**src/rtl/ro_puf_response_ctrl.sv**
```systemverilog
// rtl/ro_puf_response_ctrl.sv - RO PUF challenge/response sequencer with synchronized edge counting
module ro_puf_response_ctrl #(
    parameter int RESP_BITS     = 8,
    parameter int CNT_W         = 12,
    parameter int WINDOW_CYCLES = 1024,
    parameter int SETTLE_CYCLES = 4
) (
    input  logic                 i_clk,
    input  logic                 i_rst_n,
    input  logic                 i_start,
    input  logic [5:0]           i_challenge,
    input  logic                 i_ro_a,
    input  logic                 i_ro_b,
    output logic [2:0]           o_sel_a,
    output logic [2:0]           o_sel_b,
    output logic                 o_busy,
    output logic                 o_resp_valid,
    output logic [RESP_BITS-1:0] o_response,
    output logic [4:0]           o_tie_cnt,
    output logic                 o_sat_flag
);
    localparam int IDX_W   = $clog2(RESP_BITS);
    localparam int TMR_MAX = (WINDOW_CYCLES > SETTLE_CYCLES) ? WINDOW_CYCLES : SETTLE_CYCLES;
    localparam int TMR_W   = $clog2(TMR_MAX + 1);
    localparam logic [CNT_W-1:0] CNT_MAX = '1;

    typedef enum logic [2:0] {
        S_IDLE,
        S_SETTLE,
        S_COUNT,
        S_COMPARE,
        S_DONE
    } state_t;

    state_t           r_state;
    logic [TMR_W-1:0] r_tmr;
    logic [IDX_W-1:0] r_idx;
    logic [CNT_W-1:0] r_cnt_a;
    logic [CNT_W-1:0] r_cnt_b;
    logic [1:0]       r_sync_a;
    logic [1:0]       r_sync_b;
    logic             r_edge_a;
    logic             r_edge_b;
    logic             w_rise_a;
    logic             w_rise_b;
    logic [2:0]       w_off;

    assign w_rise_a = r_sync_a[1] & ~r_edge_a;
    assign w_rise_b = r_sync_b[1] & ~r_edge_b;
    // A zero pair offset would select the same oscillator twice, so it maps to the opposite ring.
    assign w_off    = (i_challenge[5:3] == 3'd0) ? 3'd4 : i_challenge[5:3];

    always_ff @(posedge i_clk or negedge i_rst_n) begin
        if (!i_rst_n) begin
            r_sync_a <= '0;
            r_sync_b <= '0;
            r_edge_a <= 1'b0;
            r_edge_b <= 1'b0;
        end else begin
            r_sync_a <= {r_sync_a[0], i_ro_a};
            r_sync_b <= {r_sync_b[0], i_ro_b};
            r_edge_a <= r_sync_a[1];
            r_edge_b <= r_sync_b[1];
        end
    end

    always_ff @(posedge i_clk or negedge i_rst_n) begin
        if (!i_rst_n) begin
            r_state      <= S_IDLE;
            r_tmr        <= '0;
            r_idx        <= '0;
            r_cnt_a      <= '0;
            r_cnt_b      <= '0;
            o_sel_a      <= '0;
            o_sel_b      <= '0;
            o_busy       <= 1'b0;
            o_resp_valid <= 1'b0;
            o_response   <= '0;
            o_tie_cnt    <= '0;
            o_sat_flag   <= 1'b0;
        end else begin
            case (r_state)
                S_IDLE: begin
                    r_cnt_a <= '0;
                    r_cnt_b <= '0;
                    if (i_start) begin
                        o_sel_a      <= i_challenge[2:0];
                        o_sel_b      <= i_challenge[2:0] + w_off;
                        r_idx        <= '0;
                        o_response   <= '0;
                        o_tie_cnt    <= '0;
                        o_sat_flag   <= 1'b0;
                        o_resp_valid <= 1'b0;
                        o_busy       <= 1'b1;
                        r_tmr        <= TMR_W'(SETTLE_CYCLES - 1);
                        r_state      <= S_SETTLE;
                    end
                end
                S_SETTLE: begin
                    r_cnt_a <= '0;
                    r_cnt_b <= '0;
                    if (r_tmr == '0) begin
                        r_tmr   <= TMR_W'(WINDOW_CYCLES - 1);
                        r_state <= S_COUNT;
                    end else begin
                        r_tmr <= r_tmr - TMR_W'(1);
                    end
                end
                S_COUNT: begin
                    if (w_rise_a && (r_cnt_a != CNT_MAX)) r_cnt_a <= r_cnt_a + CNT_W'(1);
                    if (w_rise_b && (r_cnt_b != CNT_MAX)) r_cnt_b <= r_cnt_b + CNT_W'(1);
                    if (r_tmr == '0) r_state <= S_COMPARE;
                    else             r_tmr   <= r_tmr - TMR_W'(1);
                end
                S_COMPARE: begin
                    o_response[r_idx] <= (r_cnt_a > r_cnt_b);
                    if (r_cnt_a == r_cnt_b) o_tie_cnt <= o_tie_cnt + 5'd1;
                    if ((r_cnt_a == CNT_MAX) || (r_cnt_b == CNT_MAX)) o_sat_flag <= 1'b1;
                    if (r_idx == IDX_W'(RESP_BITS - 1)) begin
                        o_busy       <= 1'b0;
                        o_resp_valid <= 1'b1;
                        r_state      <= S_DONE;
                    end else begin
                        // sel_b tracks sel_a at a fixed offset, so both simply step together.
                        r_idx   <= r_idx + IDX_W'(1);
                        o_sel_a <= o_sel_a + 3'd1;
                        o_sel_b <= o_sel_b + 3'd1;
                        r_tmr   <= TMR_W'(SETTLE_CYCLES - 1);
                        r_state <= S_SETTLE;
                    end
                end
                S_DONE: begin
                    r_state <= S_IDLE;
                end
                default: begin
                    r_state <= S_IDLE;
                end
            endcase
        end
    end
endmodule

```
**config.mk**
```make
export PLATFORM = sky130hd
export DESIGN_NAME = ro_puf_response_ctrl
export DESIGN_NICKNAME = d
export VERILOG_FILES = /design/src/rtl/ro_puf_response_ctrl.sv
export SDC_FILE = /design/constraint.sdc
export NUM_CORES = 1
export LEC_CHECK = 0
export BUFFER_PORTS_ARGS = -buffer_cell sky130_fd_sc_hd__buf_2
export CAP_MARGIN = 20
export CORE_MARGIN = 3
export CORE_UTILIZATION = 40
export DETAILED_ROUTE_END_ITERATION = 12
export PLACE_DENSITY = 0.69
export SLEW_MARGIN = 40
export SYNTH_ARGS = -nofsm -noshare
export SYNTH_HDL_FRONTEND = slang
export SYNTH_SLANG_ARGS = --single-unit
```
**constraint.sdc**
```tcl
create_clock -name i_clk -period 2 [get_ports i_clk]
set_input_delay 0.2 -clock i_clk [delete_from_list [all_inputs] [get_ports i_clk]]
set_output_delay 0.2 -clock i_clk [all_outputs]
set_load 0.02 [all_outputs]
```
== Yosys cells after proc, flatten, opt, wreduce, memory -nomap -nowiden ==
Index checks and enable logic that the tools add are counted.

* $add $sub $neg: 8
* $mul: 0
* Divide/modulo/power cells: 0
* $lt $le $gt $ge: 3
* Eq/ne operators: 19
* Shift-type cells: 0
* Muxes and demuxes: 40
* Bitwise logic cells: 4
* Reductions and logical operators: 20

{| class="wikitable"
|+ Operators with widths
! cell !! count
|-
| 12-bit case mux with 2 select lines || 2
|-
| 11-bit two-way mux || 4
|-
| 11-bit case mux with 4 select lines || 1
|-
| 3-bit two-way mux || 11
|-
| 12-bit by 1-bit adder with 12-bit output (second input constant) || 2
|-
| 12-bit equality test (second input constant) || 2
|-
| 12-bit two-way mux || 2
|-
| 12-bit inequality test (second input constant) || 2
|-
| 2-bit inequality test (second input constant) || 10
|-
| 3-bit case mux with 2 select lines || 3
|-
| 8-bit case mux with 2 select lines || 1
|-
| 3-bit AND reduction || 5
|-
| 12-bit equality test || 1
|-
| 12-bit greater-than comparator || 1
|-
| 3-bit case mux with 4 select lines || 1
|-
| 11-bit logical NOT || 1
|-
| 11-bit by 1-bit subtractor with 11-bit output (second input constant) || 1
|-
| 5-bit two-way mux || 2
|-
| 5-bit case mux with 2 select lines || 1
|-
| 3-bit by 1-bit adder with 3-bit output (second input constant) || 3
|-
| 8-bit bitwise mux || 1
|-
| 8-bit two-way mux || 1
|-
| 3-bit by 2-bit equality test with 1-bit output (second input constant) || 2
|-
| 3-bit logical NOT || 2
|-
| 18 further kinds || 32
|}

* Register bits: 69
* Latch bits: 0
* Memory bits (writable): 0
* Bits in read-only memories: 0
* Input port bits: 11
* Word-level logic and storage cells: 110
* Memories kept: 0

== Depth between registers and ports, before layout ==
* Depth after elaboration: 6
* Mapped depth: 9

== Least setup slack after synthesis ==
OpenSTA, ideal clock, no wires.

* Path type: register to register
* Start point: register r_cnt_a[1]
* End point: register o_response[6]
* Setup time: 0.159 ns
* Data arrival time: 2.014 ns
* Data required time: 1.841 ns
* Slack: -0.173 ns
* Cell stages (with the launch flop): 7
* Path buffers: 0
* Path through: dfrtp_1 ha_1 nor2b_1 o211ai_1 a211oi_1 o41ai_1 a21oi_1

* Cells in the longest elaborated chain, start to end: 3

{| class="wikitable"
|+ Ends and longest elaborated chain
! element !! line !! text
|-
| start, declared || 38 || <nowiki>logic [CNT_W-1:0] r_cnt_a;</nowiki>
|-
| start signal, assigned || 110 || <nowiki>if (w_rise_a && (r_cnt_a != CNT_MAX)) r_cnt_a <= r_cnt_a + CNT_W'(1);</nowiki>
|-
| 12-bit greater-than comparator || 116 || <nowiki>o_response[r_idx] <= (r_cnt_a > r_cnt_b);</nowiki>
|-
| 8-bit bitwise mux || 116 ||
|-
| 8-bit case mux with 2 select lines || 82 || <nowiki>case (r_state)</nowiki>
|-
| end signal, assigned by index || 116 ||
|-
| end, declared || 18 || <nowiki>output logic [RESP_BITS-1:0] o_response,</nowiki>
|}

Every way passes these cells.
A chain may end at the register's enable or synchronous reset.

== Worst setup path in the final report ==
* Start point: register r_cnt_b[1]
* End point: register o_response[4]

* Cells in the longest elaborated chain, start to end: 3

{| class="wikitable"
|+ Ends and longest elaborated chain
! element !! line !! text
|-
| start, declared || 39 || <nowiki>logic [CNT_W-1:0] r_cnt_b;</nowiki>
|-
| start signal, assigned || 111 || <nowiki>if (w_rise_b && (r_cnt_b != CNT_MAX)) r_cnt_b <= r_cnt_b + CNT_W'(1);</nowiki>
|-
| 12-bit greater-than comparator || 116 ||
|-
| 8-bit bitwise mux || 116 ||
|-
| 8-bit case mux with 2 select lines || 82 ||
|}

Every way passes these cells.

==> reports/summary.txt <==
Sum Neg Setup Slack -> -0.08634 ns
Clk root buf -> clkbuf_8
Status -> finished, violations left
Largest net degree at the start of global routing -> 57
Drt drc -> 0
Post-DP HPWL -> 6388 um
Sink Count -> 69
Max Slew Vio Count -> 0
Via/cell ratio -> 5.359
Most common cell after layout, fill and taps aside -> dfrtp_1
Peak VDD IR -> 0.0003566 V
Synthesized instance count -> 412
DR pass1 iterations -> 4
Final hold violations -> 0
# port buffers -> 32
Vias in the first global route -> 3170
Net Count, Synth -> 446
WS Path Type -> flip-flop to flip-flop
WP data arrival -> 2.24 ns
Reg clk slew, reported paths -> 0.08 ns
Maximum net fanout on the critical path -> 8
#FFs+latches synth -> 69
Tot GR Track Use -> 16.66%
Post-route ant nets -> 0
Area delta synth->final -> 26.39%
Global-route wire length before repair -> 14960 um
Slew HR -> 71.44%
Layout Skew -> 0.01246 ns
# IOs -> 33
Synth cell types -> 54
Drt wl/cell -> 14.40 um
Endpoint, Worst Hold -> o_sel_a[0]
Critical path endpoint category -> flip-flop
Row cnt -> 35
Max Fclk -> 496.0 MHz
Mapped cell area -> 3821 um^2
Worst-Skew Late Latency -> 0.35 ns
Synth Area in Compound Gates -> 16.93%
Post-DP Area -> 4388 um^2
Slew @ Worst Pin -> 0.4239 ns
CORE AREA -> 9284 um^2
TritonCTS clock tree -> built
R2r worst-path depth -> 8
Flop-to-flop setup slack -> -0.02 ns
Post-synthesis async set-or-reset flop share -> 100.0%
Static leakage -> 2.193 nW
H-tree depth -> 3
Post-Synth XOR/XNOR Area -> 2.521%
Setup violations, final -> 9
Synth Area in Simple Gates -> 22.04%
Die W -> 103.7 um
Total CTS buffers -> 9
Gpl congestion -> 0.8368
Share of layout cells above drive strength 1 -> 26.36%
Critical R2R Launch -> r_cnt_b[1]
Post-Route WL -> 9016 um
Worst hold path type -> input pin to flip-flop
RSZ-0062 raised after global routing -> yes
Number of flops mapped to enable cells by yosys -> 0
Max-cap violation count -> 0
Average size of a mapped cell -> 9.275 um^2
Fin util -> 52.02%
Final instance area -> 4830 um^2
Hold Path Stages -> 3
CTS Buffer Depth -> 2
Worst R2R End -> o_response[4]
Top FF cell, synth -> dfrtp_1
HP Start -> i_challenge[0]
Starting DRC count in detailed routing -> 113
Total gr overflow -> 0
Crit path time final -> 2.016 ns
Initial antenna violation count -> 0
Nets -> 526
Largest family of logic cells by synthesized area -> simple AND/OR/NAND/NOR gates
Failing checks -> negative setup slack
Fin crit share -> 100.8%
Antenna cells -> 0
Synthesis Warnings -> 0
Most frequent cells in the layout -> dfrtp_1 (66), buf_4 (44), nor2_1 (38), o21ai_0 (38), buf_2 (33)
DIE AREA -> 10760 um^2
Seq/Total Area, Yosys -> 45.19%
Worst EP required -> 2.23 ns
Setup WS post-layout -> -0.01596 ns
Critical Path Start Type -> flip-flop
Via count -> 3355
Cell area power density -> 601.9 nW/um^2
Post-Synth Adder-Cell Area -> 7.728%
Overall die height -> 103.7 um
Mux cell area share after synthesis -> 1.866%
Initial core utilization -> 41.16%
## worst max-delay path: stages (launching register included)
cell      delay, ns
dfrtp_2        0.45
inv_2          0.08
ha_4           0.19
nor2b_4        0.12
o211ai_1       0.23
a211oi_2       0.12
o41ai_2        0.41
buf_4          0.24
a21oi_1        0.07
## kinds of logic (layout without fill, tap and decap cells)
logic type / Yosys count / after routing
buf+inv: 37 / 122
flops: 69 / 69
fa+ha+maj: 23 / 23
compound gates: 107 / 107
xor+xnor: 11 / 11
simple gates: 158 / 158
mux: 7 / 7
## report_power, final
group	switching, mW	leakage [nW]	total (mW)	internal [mW]
logic	0.120	1.21	0.225	0.105
clock network	0.550	0.106	1.16	0.608
registers	0.0672	0.872	1.52	1.46
## synthesized netlist by cell type, types with 6 or more instances
cell      count  area share, %
dfrtp_1      69             45
o21ai_0      39            5.1
nor2_1       38            3.7
nand2_1      30            2.9
a21oi_1      29            3.8
ha_1         22            7.2
inv_1        22            2.2
nand3_1      20            2.6
nor3_1       13            1.7
clkbuf_1     12            1.2
and3_1        9            1.5
nand4_1       8            1.3
mux2i_1       6            1.6
nand2b_1      6           0.98
xnor2_1       6            1.4
## layout make-up
type	instances	area, um^2
fill	848	4454
multi-input combinational	306	2076
sequential	69	1730
timing repair buffer	84	579.3
tap	129	161.4
clock buffer	10	137.6
inverter	22	82.58
clock inverter	6	62.56
## layer usage
layer  vias up  track usage, %  share of wire (%)
li1       1646               -                  -
met1      1640           21.78                 48
met3        16           3.178                2.9
met4         0           6.743                2.0
met5         -               0                  0
met2        53           27.29                 47
## repair_timing
item	in CTS	in global routing
hold endpoints to repair	15	0
hold buffers	3	0
buffers inserted	1	9
cloned	0	1
endpoints found under the setup margin	13	38
resized for setup	7	26
pin swaps	0	7
## stage by stage
stage | setup slack [ns] | power [mW] | hold WS, ns | cells
global route | -0.07973 | 3.033 | 0.1282 | 626
global placement | 0.05205 | 1.758 | 0.1288 | 596
CTS | -0.003752 | 2.938 | 0.1107 | 616
floorplan | 0.0003817 | 1.666 | -0.09559 | 412
finish | -0.01596 | 2.907 | 0.1255 | 626
detailed placement | -0.01321 | 1.770 | 0.1351 | 596
## worst max-delay path by stage
stage	startpoint	end	slack (ns)	cells past startpoint
final	r_cnt_b[1]	o_response[4]	-0.02	8
after global routing	r_state[0]	r_cnt_b[11]	-0.08	5
after CTS	r_state[0]	r_cnt_b[11]	-0.004	5
after detailed placement	r_cnt_b[1]	o_response[1]	-0.01	8
after global placement	r_state[0]	r_cnt_b[11]	0.05	5
after floorplan	r_state[0]	r_cnt_b[11]	0.0004	6
## state kept, by name, summed over array words and instances (netlist names)
signal / flops
o_sel_b: 3
o_sat_flag: 1
o_resp_valid: 1
r_sync_b: 2
r_edge_a: 1
r_cnt_b: 12
r_sync_a: 2
r_idx: 3
o_busy: 1
r_state: 3
r_tmr: 11
r_edge_b: 1
o_response: 8
o_tie_cnt: 5
o_sel_a: 3
r_cnt_a: 12
Note: power is estimated with default switching activity, not from simulation.
